`src/rtl/ifu_prefetch.sv`:
```
`timescale 1ns/1ps
// ifu_prefetch: instruction fetch unit with a prefetch FIFO.
// Owns the fetch PC and issues one word fetch at a time over a valid/ready
// request channel. Responses of any latency are buffered and handed to
// decode over a valid/ready handshake. A redirect flushes the buffer and
// drops whichever response is still in flight.
module ifu_prefetch #(
  parameter int              XLEN       = 32,
  parameter logic [XLEN-1:0] RESET_PC   = 32'h8000_0000,
  parameter int              FIFO_DEPTH = 4,
  parameter int              CNT_W      = $clog2(FIFO_DEPTH) + 1
) (
  input  logic             clk,
  input  logic             rst,
  input  logic             jump_en,
  input  logic [XLEN-1:0]  jump_pc,
  output logic             req_valid,
  input  logic             req_ready,
  output logic [XLEN-1:0]  req_addr,
  input  logic             resp_valid,
  input  logic [31:0]      resp_data,
  output logic             inst_valid,
  input  logic             inst_ready,
  output logic [31:0]      inst,
  output logic [XLEN-1:0]  inst_pc,
  output logic [CNT_W-1:0] occupancy
);

  localparam int               AW      = $clog2(FIFO_DEPTH);
  localparam logic [CNT_W-1:0] DEPTH_C = CNT_W'(FIFO_DEPTH);

  // Fetch and request-tracking state
  logic [XLEN-1:0]  r_fetch_pc;
  logic [XLEN-1:0]  r_req_pc;
  logic             r_outstanding;
  logic             r_discard;

  // FIFO storage; pointers carry one extra wrap bit so full/empty differ
  logic [XLEN-1:0]  r_mem_pc   [FIFO_DEPTH];
  logic [31:0]      r_mem_data [FIFO_DEPTH];
  logic [CNT_W-1:0] r_wr_ptr;
  logic [CNT_W-1:0] r_rd_ptr;

  logic [CNT_W-1:0] w_occ;
  logic [AW-1:0]    w_rd_idx;
  logic [AW-1:0]    w_wr_idx;
  logic             w_req_fire;
  logic             w_resp_take;
  logic             w_push;
  logic             w_pop;
  logic [XLEN-1:0]  w_jump_tgt;

  assign w_occ      = r_wr_ptr - r_rd_ptr;
  assign w_rd_idx   = r_rd_ptr[AW-1:0];
  assign w_wr_idx   = r_wr_ptr[AW-1:0];
  assign w_jump_tgt = jump_pc & ~XLEN'(3);

  // A slot is reserved for the in-flight response by refusing to issue
  // once the FIFO is full, so a push can never overflow.
  assign req_valid   = !rst && !r_outstanding && !jump_en && (w_occ < DEPTH_C);
  assign req_addr    = r_fetch_pc;
  assign w_req_fire  = req_valid && req_ready;

  // Responses only count while a request is outstanding; a response
  // coinciding with a redirect is stale and is dropped.
  assign w_resp_take = resp_valid && r_outstanding;
  assign w_push      = w_resp_take && !r_discard && !jump_en;

  assign inst_valid  = (w_occ != '0);
  assign w_pop       = inst_valid && inst_ready;
  assign occupancy   = w_occ;

  // Head is gated so nothing stale is ever visible while the FIFO is empty
  assign inst        = inst_valid ? r_mem_data[w_rd_idx] : '0;
  assign inst_pc     = inst_valid ? r_mem_pc[w_rd_idx]   : '0;

  // Fetch PC advance, redirect, and request/response bookkeeping
  always_ff @(posedge clk) begin
    if (rst) begin
      r_fetch_pc    <= RESET_PC;
      r_req_pc      <= '0;
      r_outstanding <= 1'b0;
      r_discard     <= 1'b0;
    end else begin
      if (jump_en) begin
        r_fetch_pc <= w_jump_tgt;
      end else if (w_req_fire) begin
        r_fetch_pc <= r_fetch_pc + XLEN'(4);
      end
      if (w_req_fire) begin
        r_req_pc <= r_fetch_pc;
      end
      if (w_resp_take) begin
        r_outstanding <= 1'b0;
        r_discard     <= 1'b0;
      end else begin
        if (w_req_fire) begin
          r_outstanding <= 1'b1;
        end
        // The single in-flight response must be swallowed when it returns
        if (jump_en && r_outstanding) begin
          r_discard <= 1'b1;
        end
      end
    end
  end

  // FIFO pointers; a redirect empties the FIFO after any same-cycle pop
  always_ff @(posedge clk) begin
    if (rst) begin
      r_wr_ptr <= '0;
      r_rd_ptr <= '0;
    end else begin
      if (w_push) begin
        r_wr_ptr <= r_wr_ptr + CNT_W'(1);
      end
      if (jump_en) begin
        r_rd_ptr <= r_wr_ptr;
      end else if (w_pop) begin
        r_rd_ptr <= r_rd_ptr + CNT_W'(1);
      end
    end
  end

  // FIFO storage write; contents need no reset since the head is gated
  always_ff @(posedge clk) begin
    if (w_push) begin
      r_mem_pc[w_wr_idx]   <= r_req_pc;
      r_mem_data[w_wr_idx] <= resp_data;
    end
  end

endmodule

```
`config.mk`:
```
export PLATFORM = sky130hd
export DESIGN_NAME = ifu_prefetch
export DESIGN_NICKNAME = d
export VERILOG_FILES = /design/src/rtl/ifu_prefetch.sv
export SDC_FILE = /design/constraint.sdc
export NUM_CORES = 1
export LEC_CHECK = 0
export BUFFER_PORTS_ARGS = -buffer_cell sky130_fd_sc_hd__clkbuf_2
export CAP_MARGIN = 10
export CORE_UTILIZATION = 58
export DETAILED_ROUTE_END_ITERATION = 7
export PLACE_DENSITY = 0.87
export SYNTH_ARGS = -nofsm -noshare
export SYNTH_HDL_FRONTEND = slang
export SYNTH_SLANG_ARGS = --single-unit
```
`constraint.sdc`:
```
create_clock -name clk -period 6.4 [get_ports clk]
set_clock_uncertainty 0.1 [all_clocks]
set_input_delay 0.96 -clock clk [delete_from_list [all_inputs] [get_ports clk]]
set_output_delay 0.96 -clock clk [all_outputs]
set_load 0.005 [all_outputs]
```
# After elaboration in Yosys (flattened, before gate mapping)
# Memory sizes are Yosys's and may differ from the RTL's. A register that Yosys moved wholly into a read port is not among the register bits.
# Index checks and enable logic that the tools add are counted.
# word_totals
register_bits	72
mem_bits_rw	256
inputBits	70
output_inout_bits	101
word_cells	44
memories	2
# memory_table
memory	depth	width	read_ports	rd_clocked_by_memory_dff	write_ports	line_no	source
r_mem_data	4	32	1	1	1	40	logic [31:0] r_mem_data [FIFO_DEPTH];
r_mem_pc	4	32	1	1	1	39	logic [XLEN-1:0] r_mem_pc [FIFO_DEPTH];
# op_classes
n_addsub	4
n_lt_le_gt_ge	1
muxes	12
reduce_logical	18
# ops
op	count
32-bit 2-to-1 mux	4
32-bit by 3-bit adder with 32-bit output, second input constant	1
1-bit logical AND	9
2-bit 2-to-1 mux	4
3-bit by 1-bit adder with 3-bit output, second input constant	2
3-bit 2-to-1 mux	2
1-bit zero test	4
2-bit nonzero test	2
2-bit OR reduction	2
3-bit less-than comparator, second input constant	1
3-bit nonzero test	1
3-bit subtractor	1
1-bit 2-to-1 mux	2

# Depth between registers and ports, before layout
# Gate-level depths: netlist of run 1.
# depth
ltp_word	7
mapped_depth	10
mapped_depth_nobuf	8

# Worst setup path after synthesis of run 1
# Ideal clock, no wire load.
# synth_timing
kind	input port to flip-flop
from	input resp_valid
to	memory r_mem_data[3][0], enable pin
setup_ps	428
arrival_time_ps	2972
required_time_ps	5872
slack_ps	2900
path_stages	3
path_buffers	0
cell_sequence	nand2_1 -> nor3_1 -> and2_1
# synth_via
elab_chain_cells	5
# synth_lines
element	line_no	source
start: declaration	20	input logic resp_valid,
1-bit logical AND	66	assign w_resp_take = resp_valid && r_outstanding;
1-bit logical AND (2 in series)	67	assign w_push = w_resp_take && !r_discard && !jump_en;
1-bit 2-to-1 mux	127	if (w_push) begin
1-bit 2-to-1 mux (not written as such)	129	r_mem_data[w_wr_idx] <= resp_data;
end: declaration	40	
# Every way passes these cells.

# Final worst setup path of run 1
# layout_timing
from	register r_wr_ptr[0]
to	output inst_pc[18]
# layout_via
elab_chain_cells	3
# layout_lines
element	line_no	source
start: declaration	41	logic [CNT_W-1:0] r_wr_ptr;
start signal: assignment	115	r_wr_ptr <= r_wr_ptr + CNT_W'(1);
3-bit subtractor	53	assign w_occ = r_wr_ptr - r_rd_ptr;
3-bit nonzero test	69	assign inst_valid = (w_occ != '0);
32-bit 2-to-1 mux	75	assign inst_pc = inst_valid ? r_mem_pc[w_rd_idx] : '0;
end: declaration	25	output logic [XLEN-1:0] inst_pc,
# Every way passes these cells.

==> reports/summary.txt, run 1 <==
status - complete, no violations
buffers and inverters on the worst path - 2
Post-Syn Instances - 791
I/O Buffers - 164
Final Hold Viols - 0
Lkg Pwr - 4.933 nW
gpl congestion - 0.8547
drt wl/cell - 20.16 um
sequential area share after synthesis - 70.12%
gr usage total - 23.27%
Post-DRT Antenna Nets - 0
Mean Syn Cell Area - 15.95 um2
Setup-failing EPs final - 0
WL final - 25140 um
Clk Latency, worst-skew pair - 550 ps
total CTS buffers - 31
Clock Tree Buf Depth - 3
Final #Nets - 1025
global-route wire length before repair - 39650 um
number of fill cells in the layout - 1392
dpl cell area - 13640 um2
CTS root buffer - clkbuf_16
# rows - 53
CP endpoint kind - primary output
pin count of the biggest net entering global routing - 76
largest family of logic cells by synthesized area - multiplexers
drt pass-1 iters - 5
Slowest cell on crit path - or3_2
Max-Cap Viols - 0
total congestion overflow - 0
P per Cell Area - 301.4 nW/um2
CTS tree - done
crit path max fanout - 65
Setup crit start - r_wr_ptr[0]
Cell variety after synth - 42
Non-Filler Instances - 1247
Crit path max-delay family - simple AND/OR/NAND/NOR gates
Post-Place Worst Slack - 2078 ps
via count - 7175
antenna cells - 0
initial antenna violation count - 0
Post-Synth XOR/XNOR Area - 2.201%
fin. max-slew vios - 0
post-cts hold buffer count - 0
complex-gate fraction of the synthesized area - 3.599%
DP Cell Count - 1189
reg2reg start - r_wr_ptr[0]
Worst Tran Pin Value - 1052 ps
vias in the first global route - 7286
overall die area - 22350 um2
Post-Route Setup TNS - 0 ps
die height - 149.5 um
Starting Density - 59.66%
post-cts sizing count - 0
Hold WC Path Type - flop to flop
fmax - 0.2050 GHz
dpl hpwl - 14560 um
synthesis-to-layout area growth - 16.52%
normalized max-slew margin - 29.88%
post-synthesis mux area share - 11.22%
Startpoint Class - flop
Simple-Gate Fraction of Synth Area - 10.00%
core area - 21150 um2
share of layout cells above drive strength 1 - 30.86%
period utilisation layout - 76.21%
DR iter-0 viols - 479
Crit Path Class - flop to primary output
Setup WS post-layout - 1523 ps
final instance area - 14700 um2
crit-path cells - inv_1 -> ha_1 -> fa_1 -> xor3_1 -> or3_2 -> and2_1 -> clkbuf_2
Post-CTS Setup Bufs - 0
Die Width - 149.5 um
most frequent cells in the layout - edfxtp_1, clkbuf_2, nand2_1, dfxtp_1
minimum clock period - 4877 ps
I/O pin total - 171
clk sink count - 318
clock-pin slew on the worst setup and hold paths - 60 ps
fin util - 69.51%
WP data arrival - 3820 ps
slowest stage delay, CP - 940 ps
RSZ-0062 raised after global routing - no
hold path startpoint - r_req_pc[24]
area share of fa/ha/maj cells after synthesis - 0.8527%
Synth Register Bits - 318
worst vdd ir - 0.1786 mV
CP required - 5340 ps
YS warnings - 0
Max H-tree Level - 1
DRC violations left - 0
most common cell after layout, fill and taps aside - edfxtp_1
Via density - 5.754
Post-Syn Area - 12620 um2
[cell type report]
class	count	area (um2)	share of cell area, %
inverters	9	33.78	0.2297
repair buffers	169	858.3	5.837
well taps	275	344.1	2.340
clock inverters	15	137.6	0.9360
flip-flops and latches	318	8856	60.23
clock buffers	43	924.6	6.288
multi-input cells	418	3550	24.14
[synth_stat cells]
cell type | instances | area [um2]
and3b_1 | 1 | 8.760
and2_1 | 66 | 412.9
buf_4 | 4 | 30.03
xor2_1 | 17 | 148.9
buf_2 | 1 | 5.000
mux4_2 | 62 | 1396
nor2_4 | 1 | 11.26
a211oi_2 | 1 | 12.51
o21bai_1 | 3 | 22.52
inv_1 | 8 | 30.03
or3_1 | 6 | 37.54
or2_2 | 1 | 6.260
nor3_2 | 2 | 20.02
nand3_1 | 14 | 70.07
nor2_1 | 32 | 120.1
o21ai_0 | 3 | 15.01
nor3_1 | 8 | 40.04
nand2_1 | 77 | 289.0
or3b_1 | 1 | 8.760
nor4b_1 | 1 | 8.760
a311oi_1 | 3 | 26.28
inv_2 | 1 | 3.750
dfxtp_1 | 70 | 1401
conb_1 | 1 | 3.750
edfxtp_1 | 248 | 7447
ha_1 | 7 | 87.58
clkbuf_1 | 34 | 127.6
nor4_1 | 8 | 50.05
nor4_4 | 2 | 42.54
xor3_1 | 1 | 23.77
xnor2_1 | 12 | 105.1
a21oi_1 | 38 | 190.2
a211oi_1 | 25 | 187.7
nor4_2 | 2 | 25.02
nand4_1 | 12 | 75.07
buf_1 | 8 | 30.03
mux2i_1 | 2 | 20.02
and4b_1 | 1 | 10.01
fa_1 | 1 | 20.02
or2b_1 | 1 | 7.510
and3_1 | 3 | 18.77
buf_6 | 2 | 22.52
[per-layer routing]
metal	vias up	routed length (um)	GRT usage [%]	share of wire, %
li1	3308	-	-	-
met5	-	0	0	0
met1	3572	10330	31.28	41
met2	258	12820	40.00	51
met3	37	1623	3.262	6.5
met4	0	366	5.918	1.5
[worst reg2reg max path: stages (launching register included)]
cell and delay, ps:
dfxtp_1 420, inv_1 110, ha_1 220, fa_1 370, xor3_1 720, or3_2 940, nand2_1 250, mux2i_1 190
a211oi_1 250
[power by group]
part | switching, mW | internal (mW)
clock | 0.747 | 1.09
sequential | 0.0514 | 2.24
combinational | 0.153 | 0.155
total | 0.951 | 3.48
[final timing paths]
path                                      to  slack (ps)  cells past startpoint
worst max-delay path             inst_pc[18]        1520                      7
worst max register to register          flop        2730                      8
worst min-delay path            r_req_pc[24]         400                      2
worst min register to register  r_req_pc[24]         400                      2
[metrics by stage]
stage               hold WS, ps  power (mW)
finish                    400.0       4.432
global placement          374.6       2.634
floorplan                 360.0       2.492
CTS                       400.9       4.466
global route              419.3       4.578
detailed placement        391.4       2.642
[cell families after synthesis]
group,Yosys count
simple gates,239
xor+xnor,30
mux,64
flops,318
buf+inv,58
other cells,1
compound gates,73
fa+ha+maj,8
[registers in the layout, summed over array words and instances, names as in the netlist, named ones only]
signal	flops
req_addr	30
r_outstanding	1
r_discard	1
r_mem_data	128
r_wr_ptr	3
r_req_pc	30
r_mem_pc	120
r_rd_ptr	3
Note: power is estimated with default switching activity, not from simulation.
==> inputs of run 2 (changes only) <==
ABC_AREA = 1   (was unset)
clock period = 4.7 ns   (was 6.4 ns; I/O delays follow)
==> run 2 against run 1 <==
Against the previous run: synthesized cell count grew 66%; total power grew 42%; flip-flop and latch count is the same; via count grew 36%; critical path depth grew 5; first-iteration DRC count grew 69%; design area grew 4.9%; die area grew 6.5%; register-to-register slack lost 900 ps; combinational power grew to 2.7 times the previous value; worst hold slack lost 130 ps; critical path type unchanged.
==> reports/summary.txt, run 2 <==
Via density - 5.534 (-3.8%)
Synth Register Bits - 318 (unchanged)
sequential share of power - 50.2% (-1.4 points)
drt pass-1 iters - 5 (unchanged)
P per Cell Area - 407.7 nW/um2 (+35%)
complex-gate fraction of the synthesized area - 9.677% (+6.1 points)
area leader, netlist - edfxtp_1
Post-CTS Setup Bufs - 0 (unchanged)
Crit Reg-Reg Endpoint - req_addr[14]
fmax - 0.2574 GHz
most frequent cells in the layout - nand2_1, nor2_1, edfxtp_1, clkbuf_2, inv_1
Post-DRT Antenna Nets - 0 (unchanged)
slowest stage delay, CP - 530 ps (-410 ps)
Clk Latency, worst-skew pair - 550 ps (about the same)
clock-pin slew on the worst setup and hold paths - 60 ps (about the same)
Mean Syn Cell Area - 10.21 um2 (-36%)
Clk network pwr share - 36.5% (-5.0 points)
overall die area - 23800 um2 (+6.5%)
Clock Tree Buf Depth - 3 (unchanged)
post-cts hold buffer count - 0 (unchanged)
area share of fa/ha/maj cells after synthesis - 0.8002% (-0.052 points)
gpl congestion - 0.9291 (+8.7%)
dpl hpwl - 17750 um (+22%)
post-synthesis mux area share - 0% (-11 points)
normalized max-slew margin - 28.25% (-1.6 points)
most common library cells after synthesis - nand2_1, nor2_1, edfxtp_1, inv_1, o21ai_0
sequential area share after synthesis - 65.80% (-4.3 points)
Pwr Total - 6.292 mW (+42%)
total congestion overflow - 0 (unchanged)
I/O pin total - 171 (unchanged)
Max H-tree Level - 1 (unchanged)
minimum clock period - 3884 ps
Net Sw Frac - 25.28% (+3.8 points)
CTS tree - done
DRC violations left - 0 (unchanged)
fin util - 67.95% (-1.6 points)
cell depth of the worst min-delay path - 1 (-1)
share of Yosys cell area claimed by the top area cell type - 55.38% (-3.6 points)
crit path max fanout - 60 (-7.7%)
pin count of the biggest net entering global routing - 110 (+45%)
RSZ-0062 raised after global routing - no
Largest Register - r_mem_data
Startpoint Class - flop
internal power - 4.701 mW (+35%)
I/O Buffers - 164 (unchanged)
most common cell after layout, fill and taps aside - nand2_1
initial antenna violation count - 0 (unchanged)
share of layout cells above drive strength 1 - 16.35% (-15 points)
antenna cells - 0 (unchanged)
WP data arrival - 3080 ps (-740 ps)
post-cts sizing count - 0 (unchanged)
# rows - 55 (+3.8%)
Final #Nets - 1536 (+50%)
total CTS buffers - 30 (-3.2%)
Max-Cap Viols - 0 (unchanged)
YS warnings - 0 (unchanged)
Slowest cell on crit path - buf_4
Setup-failing EPs final - 0 (unchanged)
Post-Syn Instances - 1317 (+66%)
Post-Syn Area - 13450 um2 (+6.6%)
final instance area - 15430 um2 (+4.9%)
crit-path cells - inv_1 -> ha_1 -> fa_1 -> inv_1 -> nand2_1 -> nand3_1 -> nand2_2 -> nand3_2 -> buf_4 -> nand2_1 -> inv_1 -> clkbuf_2
Hold WC Path Type - input pin to flop
Worst Tran Pin Value - 1076 ps (+24.39 ps)
combinational share of power - 13.3% (+6.4 points)
via count - 9768 (+36%)
FF-to-FF setup slack - 1830 ps (-900 ps)
hold path startpoint - resp_data[17]
drt wl/cell - 16.42 um (-19%)
die height - 154.3 um (+3.2%)
Async SR Flop Fraction - 0% (unchanged)
DR iter-0 viols - 808 (+69%)
core area - 22710 um2 (+7.4%)
fin. max-slew vios - 0 (unchanged)
WL final - 28980 um (+15%)
Post-synth top flop - edfxtp_1
synthesis-to-layout area growth - 14.76%
Starting Density - 59.21% (-0.44 points)
largest cells by area after synthesis - edfxtp_1, dfxtp_1, nand2_1
CTS root buffer - clkbuf_16
Simple-Gate Fraction of Synth Area - 16.77% (+6.8 points)
worst vdd ir - 0.2487 mV (+39%)
most frequent CP cell - inv_1
CP required - 3890 ps (-1450 ps)
Lkg Pwr - 6.319 nW (+28%)
reg2reg start - r_wr_ptr[0]
Sw Pwr - 1.590 mW (+67%)
gr usage total - 24.24% (+0.98 points)
dpl cell area - 14490 um2 (+6.2%)
largest family of logic cells by synthesized area - simple AND/OR/NAND/NOR gates
max reg flops - 128 (unchanged)
Hold EP - r_mem_data[2][17]
Final Hold Viols - 0 (unchanged)
Post-Synth XOR/XNOR Area - 0.9770% (-1.2 points)
vias in the first global route - 9024 (+24%)
status - complete, no violations
Crit Path Class - flop to primary output
CP endpoint kind - primary output
Die Width - 154.3 um (+3.2%)
Cell variety after synth - 33 (-21%)
Top Registers - r_mem_data x128, r_mem_pc x120
reg2reg path depth - 15 (+7)
period utilisation layout - 82.65%
number of synthesized flops with an enable pin - 248 (unchanged)
Post-Route Setup TNS - 0 ps (unchanged)
Min Hold Slack - 269.3 ps (-130.7 ps)
global-route wire length before repair - 45770 um (+15%)
clk sink count - 318 (unchanged)
-- run 2: changes by cell type in the layout (fill, tap and decap cells not counted), moves of 8 or more --
cell,delta
nor2_1,+221
nand2_1,+180
inv_1,+111
o21ai_0,+78
mux4_2,-62
o32ai_1,+62
and2_1,-61
a211oi_1,-25
nand3_1,+25
a21oi_1,+16
nand4_1,-11
xor2_1,-9
buf_4,+8
nor4_1,-8
-- run 2: cell families (layout without fill, tap and decap cells) --
family | count (synthesis) | in the layout
buf+inv | 196 | 356
other cells | 1 | 4
fa+ha+maj | 8 | 8
compound gates | 210 | 210
flops | 318 | 318
simple gates | 569 | 569
xor+xnor | 15 | 15
-- run 2: layout make-up --
cell class / count / area (um2)
clock buffers: 40 / 839.6
clock inverters: 14 / 100.1
fillers: 1596 / 7278
inverters: 122 / 460.4
multi-input cells: 806 / 3840
flip-flops and latches: 318 / 8856
well taps: 285 / 356.6
repair buffers: 180 / 978.4
-- run 2: metal layers --
layer,GRT usage (%),wire length (um)
met4,6.931,620
met5,0,0
met2,39.81,13470
met3,3.614,2349
met1,33.91,12540
-- run 2: critical path, delay by kind of cell, from the launching register on --
kind	cells	cell delay, ps
flip-flops	1	370
adder cells (fa/ha/maj)	2	630
buffers and inverters	5	950
AND/OR/NAND/NOR	5	540
-- run 2: how the worst max path moves through the flow --
stage / from / endpoint / slack (ps) / depth (start not counted)
floorplan: jump_en / r_mem_data[3][0] / 300 / 4
global placement: r_wr_ptr[0] / inst[14] / 1450 / 12
detailed placement: r_wr_ptr[0] / inst_pc[31] / 1390 / 12
CTS: r_wr_ptr[0] / inst_pc[31] / 810 / 12
global route: r_wr_ptr[0] / inst_pc[5] / 570 / 12
finish: r_wr_ptr[0] / inst[18] / 820 / 12
-- run 2: metrics by stage --
step	setup slack (ps)	instances
after floorplan	299.4	1320
after global placement	1454	1711
after detailed placement	1390	1711
after CTS	812.6	1765
after global routing	565.5	1765
final	815.6	1765
-- run 2: power groups by stage --
stage               sequential [mW]  combinational (mW)  clock (mW)
floorplan                      3.15               0.543           0
global placement               3.21               0.816           0
CTS                            3.15               0.841        2.32
finish                         3.16               0.838        2.30
global route                   3.16               0.947        2.42
detailed placement             3.21               0.835           0
==> inputs of run 3 (changes only) <==
CORE_UTILIZATION = 52   (was 58)
PLACE_DENSITY = 0.83   (was 0.87)
clock period = 3.38 ns   (was 4.7 ns; I/O delays follow)
==> run 3 against run 2 <==
Against the previous run: utilization is 5.7 points lower; critical path depth is 1 higher; clock power increased by 53%; cell count grew 2.9%; non-clock buffer count increased by 2; via count increased by 0.50%; worst hold slack worse by 150 ps; largest power group unchanged.
==> reports/summary.txt, run 3 (synthesized netlist as in run 2, its figures left out) <==
status - complete, no violations
antenna cells - 0 (unchanged)
synthesis-to-layout area growth - 16.92%
Starting Density - 53.25% (-6.0 points)
Hold EP - r_mem_data[0][27]
CTS root buffer - clkbuf_16
hold path startpoint - resp_data[27]
RSZ-0062 raised after global routing - no
Die Width - 162.8 um (+5.5%)
DRC violations left - 0 (unchanged)
cell depth of the worst min-delay path - 1 (unchanged)
Max H-tree Level - 2 (+1)
gpl congestion - 0.9893 (+6.5%)
Top Registers - r_mem_data x128, r_mem_pc x120
total congestion overflow - 0 (unchanged)
drt wl/cell - 16.29 um (-0.78%)
die height - 162.8 um (+5.5%)
Post-CTS Setup Bufs - 0 (unchanged)
CP endpoint kind - primary output
reg2reg path depth - 14 (-1)
# rows - 58 (+5.5%)
fin util - 62.25% (-5.7 points)
DR iter-0 viols - 908 (+12%)
fmax - 0.3149 GHz
Crit Path Class - flop to primary output
Via density - 5.406 (-2.3%)
final instance area - 15720 um2 (+1.9%)
initial antenna violation count - 0 (unchanged)
Crit path max-delay family - adder cells
P per Cell Area - 583.1 nW/um2 (+43%)
Worst Tran Pin Value - 795.8 ps (-280.5 ps)
Min Hold Slack - 121.5 ps (-147.8 ps)
normalized max-slew margin - 46.89% (+19 points)
crit-path cells - inv_2 -> ha_1 -> fa_2 -> inv_1 -> nand2_1 -> nand2_1 -> nand2_1 -> nand2_2 -> nand3_4 -> clkbuf_16 -> nand2_1 -> inv_1 -> clkbuf_2
Slowest cell on crit path - fa_2
worst vdd ir - 0.3944 mV (+59%)
Post-DRT Antenna Nets - 0 (unchanged)
most frequent CP cell - nand2_1
Final #Nets - 1542 (+0.39%)
Hold WC Path Type - input pin to flop
clk sink count - 318 (unchanged)
share of layout cells above drive strength 1 - 16.55% (+0.20 points)
WL final - 29590 um (+2.1%)
vias in the first global route - 9146 (+1.4%)
WP data arrival - 2570 ps (-510 ps)
fin. max-slew vios - 0 (unchanged)
Final Hold Viols - 0 (unchanged)
drt pass-1 iters - 5 (unchanged)
slowest stage delay, CP - 370 ps (-160 ps)
pin count of the biggest net entering global routing - 125 (+14%)
most frequent cells in the layout - nand2_1, nor2_1, edfxtp_1, clkbuf_2, inv_1
Max-Cap Viols - 0 (unchanged)
buffers and inverters on the worst path - 5 (unchanged)
gr usage total - 22.08% (-2.2 points)
DP Cell Count - 1757 (+2.7%)
dpl cell area - 14630 um2 (+0.96%)
minimum clock period - 3176 ps
clock-pin slew on the worst setup and hold paths - 60 ps (about the same)
Clock Tree Buf Depth - 3 (unchanged)
I/O pin total - 171 (unchanged)
most common cell after layout, fill and taps aside - nand2_1
Largest Register - r_mem_data
Startpoint Class - flop
crit path max fanout - 32 (-47%)
Setup WS post-layout - 204.5 ps (-611.1 ps)
Post-Route Setup TNS - 0 ps (unchanged)
reg2reg start - r_wr_ptr[0]
core area - 25250 um2 (+11%)
Setup-failing EPs final - 0 (unchanged)
Post-Place Worst Slack - 585.4 ps (-804.5 ps)
dpl hpwl - 17310 um (-2.5%)
period utilisation layout - 93.95%
global-route wire length before repair - 46060 um (+0.62%)
Lkg Pwr - 6.404 nW (+1.3%)
via count - 9817 (+0.50%)
CTS tree - done
Clk Latency, worst-skew pair - 500 ps (-50 ps)
I/O Buffers - 164 (unchanged)
overall die area - 26510 um2 (+11%)
max reg flops - 128 (unchanged)
Non-Filler Instances - 1816 (+2.9%)
Pwr Total - 9.167 mW (+46%)
CP required - 2770 ps (-1120 ps)
total CTS buffers - 34 (+13%)
FF-to-FF setup slack - 850 ps (-980 ps)
[run 3: layout make-up]
cell class	count	area, um2
clock inverters	10	130.1
well taps	330	412.9
fillers	2016	9533
multi-input cells	806	3850
clock buffers	48	924.6
inverters	122	460.4
repair buffers	182	1086
flip-flops and latches	318	8857
[run 3: how the worst max path moves through the flow]
stage / slack (ps) / cells after the start / start / to
floorplan: -770 / 4 / jump_en / r_mem_data[0][0]
global placement: 650 / 12 / r_wr_ptr[0] / inst[1]
detailed placement: 590 / 12 / r_wr_ptr[0] / inst_pc[11]
CTS: 10 / 12 / r_wr_ptr[0] / inst[16]
global route: 40 / 12 / r_wr_ptr[0] / inst[16]
finish: 200 / 13 / r_wr_ptr[0] / inst_pc[19]
[run 3: layer usage]
metal / wire length (um) / vias to the layer above / global-route usage [%]
li1: - / 4739 / -
met1: 13090 / 4617 / 30.53
met2: 13690 / 402 / 35.34
met3: 2064 / 59 / 3.616
met4: 733 / 0 / 7.816
met5: 0 / - / 0
[run 3: what timing repair did]
item | 4_1_cts | 5_1_grt
hold buffers | 0 | 0
endpoints found under the setup margin | 0 | 62
resized for setup | 0 | 4
[run 3: where the power goes]
| group | leakage, nW | switching [mW] | total (mW) | internal [mW] |
|---|---|---|---|---|
| Clock | 0.513 | 1.40 | 3.53 | 2.14 |
| Combinational | 2.97 | 0.766 | 1.28 | 0.515 |
| Sequential | 2.92 | 0.0985 | 4.35 | 4.25 |
